**config.mk**
```make
export PLATFORM = sky130hd
export DESIGN_NAME = uart_mem_loader
export DESIGN_NICKNAME = d
export VERILOG_FILES = /design/src/rtl/uart_mem_loader.sv
export SDC_FILE = /design/constraint.sdc
export NUM_CORES = 1
export LEC_CHECK = 0
export ABC_AREA = 0
export ABC_CLOCK_PERIOD_IN_PS = 2650
export CORE_MARGIN = 8
export CORE_UTILIZATION = 35
export CTS_BUF_LIST = sky130_fd_sc_hd__clkbuf_2
export DETAILED_ROUTE_END_ITERATION = 6
export HOLD_SLACK_MARGIN = 0.15
export SLEW_MARGIN = 20
export SYNTH_ARGS = -nofsm -noshare
export SYNTH_HDL_FRONTEND = slang
export SYNTH_SLANG_ARGS = --single-unit
```
**constraint.sdc**
```tcl
create_clock -name clk -period 2.65 [get_ports clk]
set_clock_uncertainty 0.1 [all_clocks]
set_input_delay 0.6625 -clock clk [delete_from_list [all_inputs] [get_ports clk]]
set_output_delay 0.6625 -clock clk [all_outputs]
set_load 0.01 [all_outputs]
```
**src/rtl/uart_mem_loader.sv**
```systemverilog
// UART byte stream to 16-bit memory write loader; optional trailing XOR checksum under UART_LOADER_CHKSUM_EN.
// Strobes are registered one cycle after the triggering rx_valid; one byte accepted per cycle, no backpressure.
module uart_mem_loader #(
  parameter int MAX_WORDS      = 16,
  parameter int ADDR_W         = 4,
  parameter int TIMEOUT_CYCLES = 100000
) (
  input  logic              clk,
  input  logic              reset,
  input  logic [7:0]        rx_data,
  input  logic              rx_valid,
  output logic [15:0]       uart_mem,
  output logic              uart_mem_en,
  output logic [ADDR_W-1:0] uart_addr,
  output logic              busy,
  output logic              load_done,
  output logic              load_err
);

  localparam int TW = $clog2(TIMEOUT_CYCLES + 1);
  localparam int NW = ADDR_W + 1;
  localparam logic [7:0]    MAX_B    = 8'(MAX_WORDS);
  localparam logic [7:0]    SYNC     = 8'hA5;
  localparam logic [TW-1:0] TMO_LAST = TW'(TIMEOUT_CYCLES - 1);
  localparam logic [TW-1:0] TMO_ONE  = TW'(1);
  localparam logic [NW-1:0] N_ONE    = NW'(1);
  localparam logic [ADDR_W-1:0] IDX_ONE = ADDR_W'(1);

  typedef enum logic [2:0] {S_IDLE, S_LEN, S_HI, S_LO, S_CHK} state_t;

  state_t            state_q, state_d;
  logic [ADDR_W-1:0] idx_q, idx_d;
  logic [NW-1:0]     n_q, n_d;
  logic [7:0]        hi_q, hi_d;
  logic [TW-1:0]     tmo_q, tmo_d;
  logic [15:0]       mem_q, mem_d;
  logic [ADDR_W-1:0] addr_q, addr_d;
  logic              en_q, en_d;
  logic              done_q, done_d;
  logic              err_q, err_d;
`ifdef UART_LOADER_CHKSUM_EN
  logic [7:0]        csum_q, csum_d;
`endif

  always_comb begin
    state_d = state_q;
    idx_d   = idx_q;
    n_d     = n_q;
    hi_d    = hi_q;
    mem_d   = mem_q;
    addr_d  = addr_q;
    en_d    = 1'b0;
    done_d  = 1'b0;
    err_d   = 1'b0;
`ifdef UART_LOADER_CHKSUM_EN
    csum_d  = csum_q;
`endif
    if (state_q == S_IDLE || rx_valid) tmo_d = '0;
    else                               tmo_d = tmo_q + TMO_ONE;

    case (state_q)
      S_IDLE: if (rx_valid && rx_data == SYNC) state_d = S_LEN;
      S_LEN: if (rx_valid) begin
        if (rx_data == 8'h00 || rx_data > MAX_B) begin
          err_d   = 1'b1;
          state_d = S_IDLE;
        end else begin
          n_d     = rx_data[NW-1:0];
          idx_d   = '0;
`ifdef UART_LOADER_CHKSUM_EN
          csum_d  = '0;
`endif
          state_d = S_HI;
        end
      end
      S_HI: if (rx_valid) begin
        hi_d    = rx_data;
`ifdef UART_LOADER_CHKSUM_EN
        csum_d  = csum_q ^ rx_data;
`endif
        state_d = S_LO;
      end
      S_LO: if (rx_valid) begin
        mem_d  = {hi_q, rx_data};
        addr_d = idx_q;
        en_d   = 1'b1;
`ifdef UART_LOADER_CHKSUM_EN
        csum_d = csum_q ^ rx_data;
`endif
        // Compare against N-1 so the index stops at MAX_WORDS-1 and never wraps
        if ({1'b0, idx_q} == n_q - N_ONE) begin
`ifdef UART_LOADER_CHKSUM_EN
          state_d = S_CHK;
`else
          done_d  = 1'b1;
          state_d = S_IDLE;
`endif
        end else begin
          idx_d   = idx_q + IDX_ONE;
          state_d = S_HI;
        end
      end
`ifdef UART_LOADER_CHKSUM_EN
      S_CHK: if (rx_valid) begin
        if (rx_data == csum_q) done_d = 1'b1;
        else                   err_d  = 1'b1;
        state_d = S_IDLE;
      end
`endif
      default: state_d = S_IDLE;
    endcase

    // An arriving byte in the expiry cycle keeps the packet alive
    if (state_q != S_IDLE && !rx_valid && tmo_q == TMO_LAST) begin
      err_d   = 1'b1;
      state_d = S_IDLE;
      tmo_d   = '0;
    end
  end

  always_ff @(posedge clk) begin
    if (reset) begin
      state_q <= S_IDLE;
      idx_q   <= '0;
      n_q     <= '0;
      hi_q    <= '0;
      tmo_q   <= '0;
      mem_q   <= '0;
      addr_q  <= '0;
      en_q    <= 1'b0;
      done_q  <= 1'b0;
      err_q   <= 1'b0;
`ifdef UART_LOADER_CHKSUM_EN
      csum_q  <= '0;
`endif
    end else begin
      state_q <= state_d;
      idx_q   <= idx_d;
      n_q     <= n_d;
      hi_q    <= hi_d;
      tmo_q   <= tmo_d;
      mem_q   <= mem_d;
      addr_q  <= addr_d;
      en_q    <= en_d;
      done_q  <= done_d;
      err_q   <= err_d;
`ifdef UART_LOADER_CHKSUM_EN
      csum_q  <= csum_d;
`endif
    end
  end

  assign uart_mem    = mem_q;
  assign uart_addr   = addr_q;
  assign uart_mem_en = en_q;
  assign load_done   = done_q;
  assign load_err    = err_q;
  assign busy        = (state_q != S_IDLE);

endmodule

```
Word level (Yosys, flattened, before mapping)
Index checks and enable logic that the tools add are counted.

Flip-flop bits (word level): 60. Output and inout port bits: 24.

$add $sub $neg: 3. $lt $le $gt $ge: 1. Equal/unequal tests: 12. Mux-type cells: 18. Bitwise logic cells: 3. Reduce and logical (&&, ||, !) cells: 19.

Operator list (number): 17-bit by 1-bit adder with 17-bit output (second input constant) (1); 17-bit equality test (second input constant) (1); 4-bit two-way mux (4); 3-bit two-way mux (4); 3-bit one-hot mux with 4 select lines (1); 2-bit != test (second input constant) (5); 8-bit equality test (second input constant) (1); 8-bit by 5-bit greater-than comparator with 1-bit output (second input constant) (1); 8-bit logical NOT (1); 4-bit one-hot mux with 2 select lines (1); 3-bit by 2-bit equality test with 1-bit output (second input constant) (2); 1-bit two-way mux (6); 3-bit OR reduction (2); 4-bit by 5-bit equality test with 1-bit output (1); 5-bit AND reduction (1); 5-bit by 1-bit subtractor with 5-bit output (second input constant) (1); 4-bit by 1-bit adder with 4-bit output (second input constant) (1); 2-bit two-way mux (2); 2-bit AND reduction (2); 4-bit AND reduction (1); 2-bit OR reduction (2); 3-bit by 1-bit equality test with 1-bit output (second input constant) (1); 1-bit logical AND (3); 3-bit logical NOT (1); 7 further kinds (10).

Depth between registers and ports, before layout
Gate-level depths: netlist of run 1.

Depth after elaboration: 6. Mapped depth: 9. Depth with buffers taken out: 7.

Worst setup path before layout of run 1
OpenSTA, ideal clock, no wires.

Path kind: input -> register. From: input rx_data[0]. To: register n_q[0]. Arrival: 1775 ps. Slack: 648 ps. Stages: 5. Path buffers: 0. Path through: nor4_4 > xor2_2 > nor4_4 > mux2i_1 > nor2_1.

Longest elaborated chain between the ends: 4. Elaborated cells on any way between the ends: 5. Classes of those cells: 1 x order compare; 1 x bitwise; 3 x reduce/logical.

RTL lines: start, declared (RTL line 10) `input logic [7:0] rx_data,`; 8-bit by 5-bit greater-than comparator with 1-bit output / 8-bit logical NOT (equally long branches) (RTL line 64) `if (rx_data == 8'h00 || rx_data > MAX_B) begin`; 1-bit logical OR (RTL line 64); 1-bit NOT (no line); 3-bit AND reduction (no line); end signal, assigned (RTL line 139) `n_q <= n_d;`; end, declared (RTL line 33) `logic [NW-1:0] n_q, n_d;`.

Several ways; a longest one is shown, not always the timed one. A chain may end at the register's enable or synchronous reset.

Final worst setup path of run 1
From: register state_q[0]. To: output busy.

Longest elaborated chain between the ends: 1.

RTL lines: start, declared (RTL line 31) `state_t state_q, state_d;`; start signal, assigned (RTL line 137) `state_q <= state_d;`; 3-bit nonzero test (RTL line 158) `assign busy = (state_q != S_IDLE);`; end, declared (RTL line 15) `output logic busy,`.

No other way between the ends.

==> flow_metrics.tcl, run 1 <==
set metrics [dict create \
    run_status "complete, no violations" \
    drive_gt1_frac 0.1198 \
    overflow 0 \
    cts.htree.levels 3 \
    cap_violations 0 \
    postCtsHoldBufs 0 \
    r2r-start "tmo_q[0]" \
    ys_async_sr_fraction 0 \
    finalSetupViolCount 0 \
    clock_latency_ns 0.47 \
    fin_hold_ws_ns 0.3432 \
    track_usage 0.1197 \
    synth_area_leader_cell "dfxtp_1" \
    cts.clk_slew.worst_paths_ns 0.17 \
    syn_nets 299 \
    slew_viol_final 0 \
    powerDensity_nw_per_um2 493.3 \
    chipHeight_um 101.5 \
    syn_area_per_cell_um2 8.974 \
    cts_buffer_depth 2 \
    place.gp.congestion 0.7395 \
    yosysSeqAreaShare 0.4618 \
    dieArea_um2 10300 \
    synth_edf_count 0 \
    placed_cells 418 \
    core-area_um2 7176 \
    synth.area.top_cells "dfxtp_1, nand2_1, mux2i_1" \
    antenna_found_initial 0 \
    leakage_nw 1.128 \
    drt_first_pass_iters 4 \
    yosys.cell_types.count 40 \
    synth_commonest_cells "dfxtp_1, nand2_1, nor2_1" \
    p_total_mw 1.575 \
    ant_nets 0 \
    post_cts_buffers 0 \
    rsz0062_at_grt "no" \
    grt_pass1_wl_um 9611 \
    worstMarginPinSlew_ns 0.5191 \
    yosysMostFrequentCell "dfxtp_1" \
    wl_per_cell_um 13.36 \
    layout_min_cycle_time_ns 2.476 \
    wl_met1_um 2789 \
    hold_violations 0 \
    rows 31 \
    yosys_warnings 0 \
    cts_buffers 9 \
    vias 2046 \
    synth.ff_latch_count 59 \
    area_growth_pct 24.85 \
    end_kind "output pin" \
    finalWirelength_um 5784 \
    cts.sinks 59 \
    top_layer "met4" \
    fin_crit_sh 0.9342 \
    pre_cts_ws_ns 0.1026 \
    hold_path.class "reg2reg" \
    setup_slack_ns 0.1745 \
    antenna_cells 0 \
    die_w_um 101.5 \
    pin_count 35 \
    netlist_instances 285 \
    cts_tree "built" \
    drc 0 \
    wl_met2_um 2695 \
    wl_met3_um 229 \
    tns_ns 0 \
    fin_nets 344 \
    io_buffer_count 34 \
    synthFlopType "dfxtp_1" \
    dp_hpwl_um 4195 \
    vias_per_cell 4.725 \
    critPathMaxFanout 11 \
    crit_path_start "state_q[0]" \
    critPathArrivalTime_ns 1.71 \
    relSlewSlack 0.6539 \
    cts_resized 0 \
    max_clock_freq_mhz 404.0 \
    worstHoldStart "hi_q[2]" \
    drt_iter0_drc 65 \
    clock-root-buffer "clkbuf_2" \
    peakVddDrop_mv 0.2183 \
    synth_top_area_share 0.4618 \
    crit_required_ns 1.89 \
    grt_max_degree 47 \
    synth.cell_area_um2 2557 \
    worstSetupPathType "reg2out" \
    grt_pass1_vias 2026 \
    fillerInstances 705 \
    worstSetupStartpointType "flop" \
    start_util 0.3564 \
    fin_cells 433 \
]
cell families (layout without fill, tap and decap cells):
| kind of cell | Yosys count | count (layout) | share of synthesized area |
|---|---|---|---|
| AND/OR/NAND/NOR | 130 | 130 | 0.2593 |
| flip-flops | 59 | 59 | 0.4618 |
| AO/OA/AOI/OAI | 34 | 34 | 0.08953 |
| buffers and inverters | 23 | 72 | 0.04109 |
| XOR/XNOR | 21 | 21 | 0.07486 |
| multiplexers | 15 | 15 | 0.05871 |
| adder cells (fa/ha/maj) | 3 | 3 | 0.01468 |
critical path, stage by stage (launching register included):
cell             delay [ns]
dfxtp_1                0.54
nor2_1                 0.12
inv_1                  0.07
clkdlybuf4s50_1        0.53
layout by cell type, fill, tap and decap left out, types with 2 or more instances in the layout:
| cell type | synthesis | routed |
|---|---|---|
| nand2_1 | 45 | 45 |
| nor4_4 | 2 | 2 |
| xor2_1 | 11 | 11 |
| nand2b_1 | 2 | 2 |
| nor2_1 | 39 | 39 |
| clkdlybuf4s50_1 | 0 | 34 |
| buf_4 | 0 | 17 |
| a21oi_1 | 22 | 22 |
| and4_1 | 5 | 5 |
| nor3_1 | 4 | 4 |
| xnor2_1 | 9 | 9 |
| nor4_1 | 3 | 3 |
| and3_1 | 4 | 4 |
| nand4b_1 | 2 | 2 |
| bufinv_16 | 0 | 2 |
| dfxtp_1 | 59 | 59 |
| nand4_1 | 4 | 4 |
| clkinv_2 | 0 | 2 |
| ha_1 | 3 | 3 |
| o21a_1 | 3 | 3 |
| clkbuf_2 | 1 | 9 |
| mux2i_1 | 15 | 15 |
| nand3b_1 | 5 | 5 |
| nand3_1 | 9 | 9 |
| inv_1 | 6 | 6 |
per-stage QoR:
stage | util | cell area (um^2)
final | 0.4450 | 3193
after global routing | 0.4450 | 3193
after CTS | 0.4450 | 3193
after detailed placement | 0.4274 | 3067
after global placement | 0.4274 | 3067
after floorplan | - | 2557
layer usage:
metal / track usage / vias to the layer above
li1: - / 1066
met1: 0.1492 / 950
met2: 0.1867 / 24
met3: 0.03780 / 6
met4: 0.04811 / 0
met5: 0 / -
worst paths after layout:
path | cells past startpoint | slack (ns) | endpoint
setup / recovery | 3 | 0.17 | busy
hold reg to reg | 2 | 0.34 | uart_mem[10]
hold / removal | 2 | 0.34 | uart_mem[10]
setup reg to reg | 6 | 0.43 | tmo_q[3]
power breakdown:
part	switching, mW	internal, mW
logic	0.0320	0.0281
registers	0.0000731	0.888
clock network	0.326	0.301
total	0.358	1.22
area by class of cell:
cell class                 count  area (um^2)  area share
sequential                    59         1181      0.3699
clock inverter                 6        81.33     0.02547
clock buffer                   9        45.04     0.01411
timing repair buffer          51        467.9      0.1466
tap                           99        123.9     0.03879
inverter                       6        22.52    0.007053
multi-input combinational    203         1271      0.3981
state kept, by name (all words and copies together), names as in the netlist, 2 cells and up:
register   flops
idx_q          4
tmo_q         17
uart_mem      16
state_q        2
uart_addr      4
n_q            5
hi_q           8
No activity file was read; power rests on OpenSTA's default activity.
==> run 2: changes to the inputs <==
SLEW_MARGIN = default   (was 20)
==> results of run 2 <==
The final DEF is identical to that of run 1; final timing and power are the same.
==> run 3: changes to the inputs <==
ABC_CLOCK_PERIOD_IN_PS = 2900   (was 2650)
CORE_UTILIZATION = 54   (was 35)
PLACE_DENSITY = 0.79   (was default)
SLEW_MARGIN = 20   (was default)
clock period = 2.9 ns   (was 2.65 ns; I/O delays follow)
==> flow_metrics.tcl, run 3 (synthesis gave the netlist of run 1 again) <==
set metrics [dict create \
    area_growth_pct 21.28 \
    rsz0062_at_grt "no" \
    finalWirelength_um 5450 \
    crit_buf_inv 2 \
    grt_max_degree 47 \
    cts_buffer_depth 2 \
    cts.clk_slew.worst_paths_ns 0.17 \
    cts.htree.levels 3 \
    end_kind "output pin" \
    core-area_um2 4661 \
    antenna_found_initial 0 \
    pre_cts_ws_ns 0.1952 \
    fin_util 0.6655 \
    crit_required_ns 2.08 \
    slew_viol_final 0 \
    dieArea_um2 7194 \
    drt_first_pass_iters 5 \
    start_util 0.5487 \
    vias_per_cell 5.412 \
    run_status "complete, no violations" \
    chipHeight_um 84.82 \
    drc 0 \
    use_met3 0.04923 \
    grt_pass1_wl_um 9004 \
    setup_slack_ns 0.2057 \
    layout.cells.most_common "dfxtp_1" \
    fillerInstances 380 \
    max_clock_freq_mhz 371.2 \
    cts_buffers 9 \
    fin_hold_ws_ns 0.3641 \
    wl_per_cell_um 14.38 \
    die_w_um 84.82 \
    pin_count 35 \
    peakVddDrop_mv 0.3653 \
    worstMarginPinSlew_ns 0.5176 \
    postCtsHoldBufs 0 \
    grt.met2_usage 0.2570 \
    rows 25 \
    grt_pass1_vias 1920 \
    layout_min_cycle_time_ns 2.694 \
    hold_path.class "reg2reg" \
    vias 2051 \
    critPathTopFamily "buffers and inverters" \
    powerDensity_nw_per_um2 492.0 \
    ant_nets 0 \
    relSlewSlack 0.6524 \
    dpl_cell_area_um2 2948 \
    io_buffer_count 34 \
    leakage_nw 1.101 \
    largest_reg_flops 17 \
    fin_crit_sh 0.9291 \
    clock_latency_ns 0.47 \
    fin_nets 334 \
    critPathMaxFanout 11 \
    use_met1 0.1806 \
    finish.instance_area_um2 3102 \
    place.gp.congestion 0.8211 \
    clock-root-buffer "clkbuf_2" \
    drt_iter0_drc 123 \
    hold_violations 0 \
    tns_ns 0 \
    track_usage 0.1574 \
    cts_tree "built" \
    cts.sinks 59 \
    cts_resized 0 \
    worstSetupStartpointType "flop" \
    largest-register "tmo_q" \
    post_cts_buffers 0 \
    critPathArrivalTime_ns 1.87 \
    crit_slowest_cell "clkdlybuf4s50_1" \
    crit_chain "nor2_1, inv_1, clkdlybuf4s50_1" \
    antenna_cells 0 \
    final_cell_mix "dfxtp_1, nand2_1, nor2_1, clkdlybuf4s50_1, a21oi_1" \
    critical_path.max_stage_delay_ns 0.49 \
    worstSetupPathType "reg2out" \
    drive_gt1_frac 0.09538 \
    finalSetupViolCount 0 \
    dp_hpwl_um 3756 \
    cap_violations 0 \
    busiest_layer "met2" \
    overflow 0 \
]
==> run 3: changes by cell type in the layout (fill, tap and decap cells not counted), sizes merged <==
cell,change
clkbuf,+1
buf,-10
bufinv,+1
clkinvlp,-1
==> run 3: final cells by class <==
cell class,count,area [um^2],area share
multi-input cells,203,1271,0.4098
flip-flops and latches,59,1181,0.3808
repair buffers,41,405.4,0.1307
clock inverters,6,103.9,0.03348
well taps,54,67.56,0.02178
clock buffers,10,50.05,0.01614
inverters,6,22.52,0.007261
==> run 3: path summary, 6_finish.rpt <==
kind                            cells past startpoint    startpoint  slack, ns            to
worst max-delay path                                3    state_q[0]       0.21          busy
worst min-delay path                                2  uart_addr[2]       0.36  uart_addr[2]
worst max register to register                      6      tmo_q[0]       0.68     tmo_q[12]
worst min register to register                      2  uart_addr[2]       0.36  uart_addr[2]
==> run 3: power by group <==
| part | internal (mW) | switching [mW] |
|---|---|---|
| Sequential | 0.811 | 0.0000696 |
| Combinational | 0.0205 | 0.0266 |
| Clock | 0.370 | 0.297 |
==> run 3: per-stage QoR <==
stage | power (mW) | instances
floorplan | 0.8464 | 285
global placement | 0.8753 | 363
detailed placement | 0.8748 | 363
CTS | 1.539 | 379
global route | 1.580 | 379
finish | 1.526 | 379
==> run 3: tightest hold or removal path, delay by kind of cell, from the launching register on <==
kind               cells  cell delay [ns]
AOI/OAI and AO/OA      1             0.05
and+or+nand+nor        1             0.05
DFF                    1             0.34
==> run 3: metal layers <==
| metal | wire length (um) | part of all wire | vias up |
|---|---|---|---|
| met1 | 2506 | 0.46 | 964 |
| met3 | 173 | 0.032 | 15 |
| li1 | - | - | 1041 |
| met2 | 2650 | 0.49 | 31 |
| met5 | 0 | 0 | - |
| met4 | 120 | 0.022 | 0 |
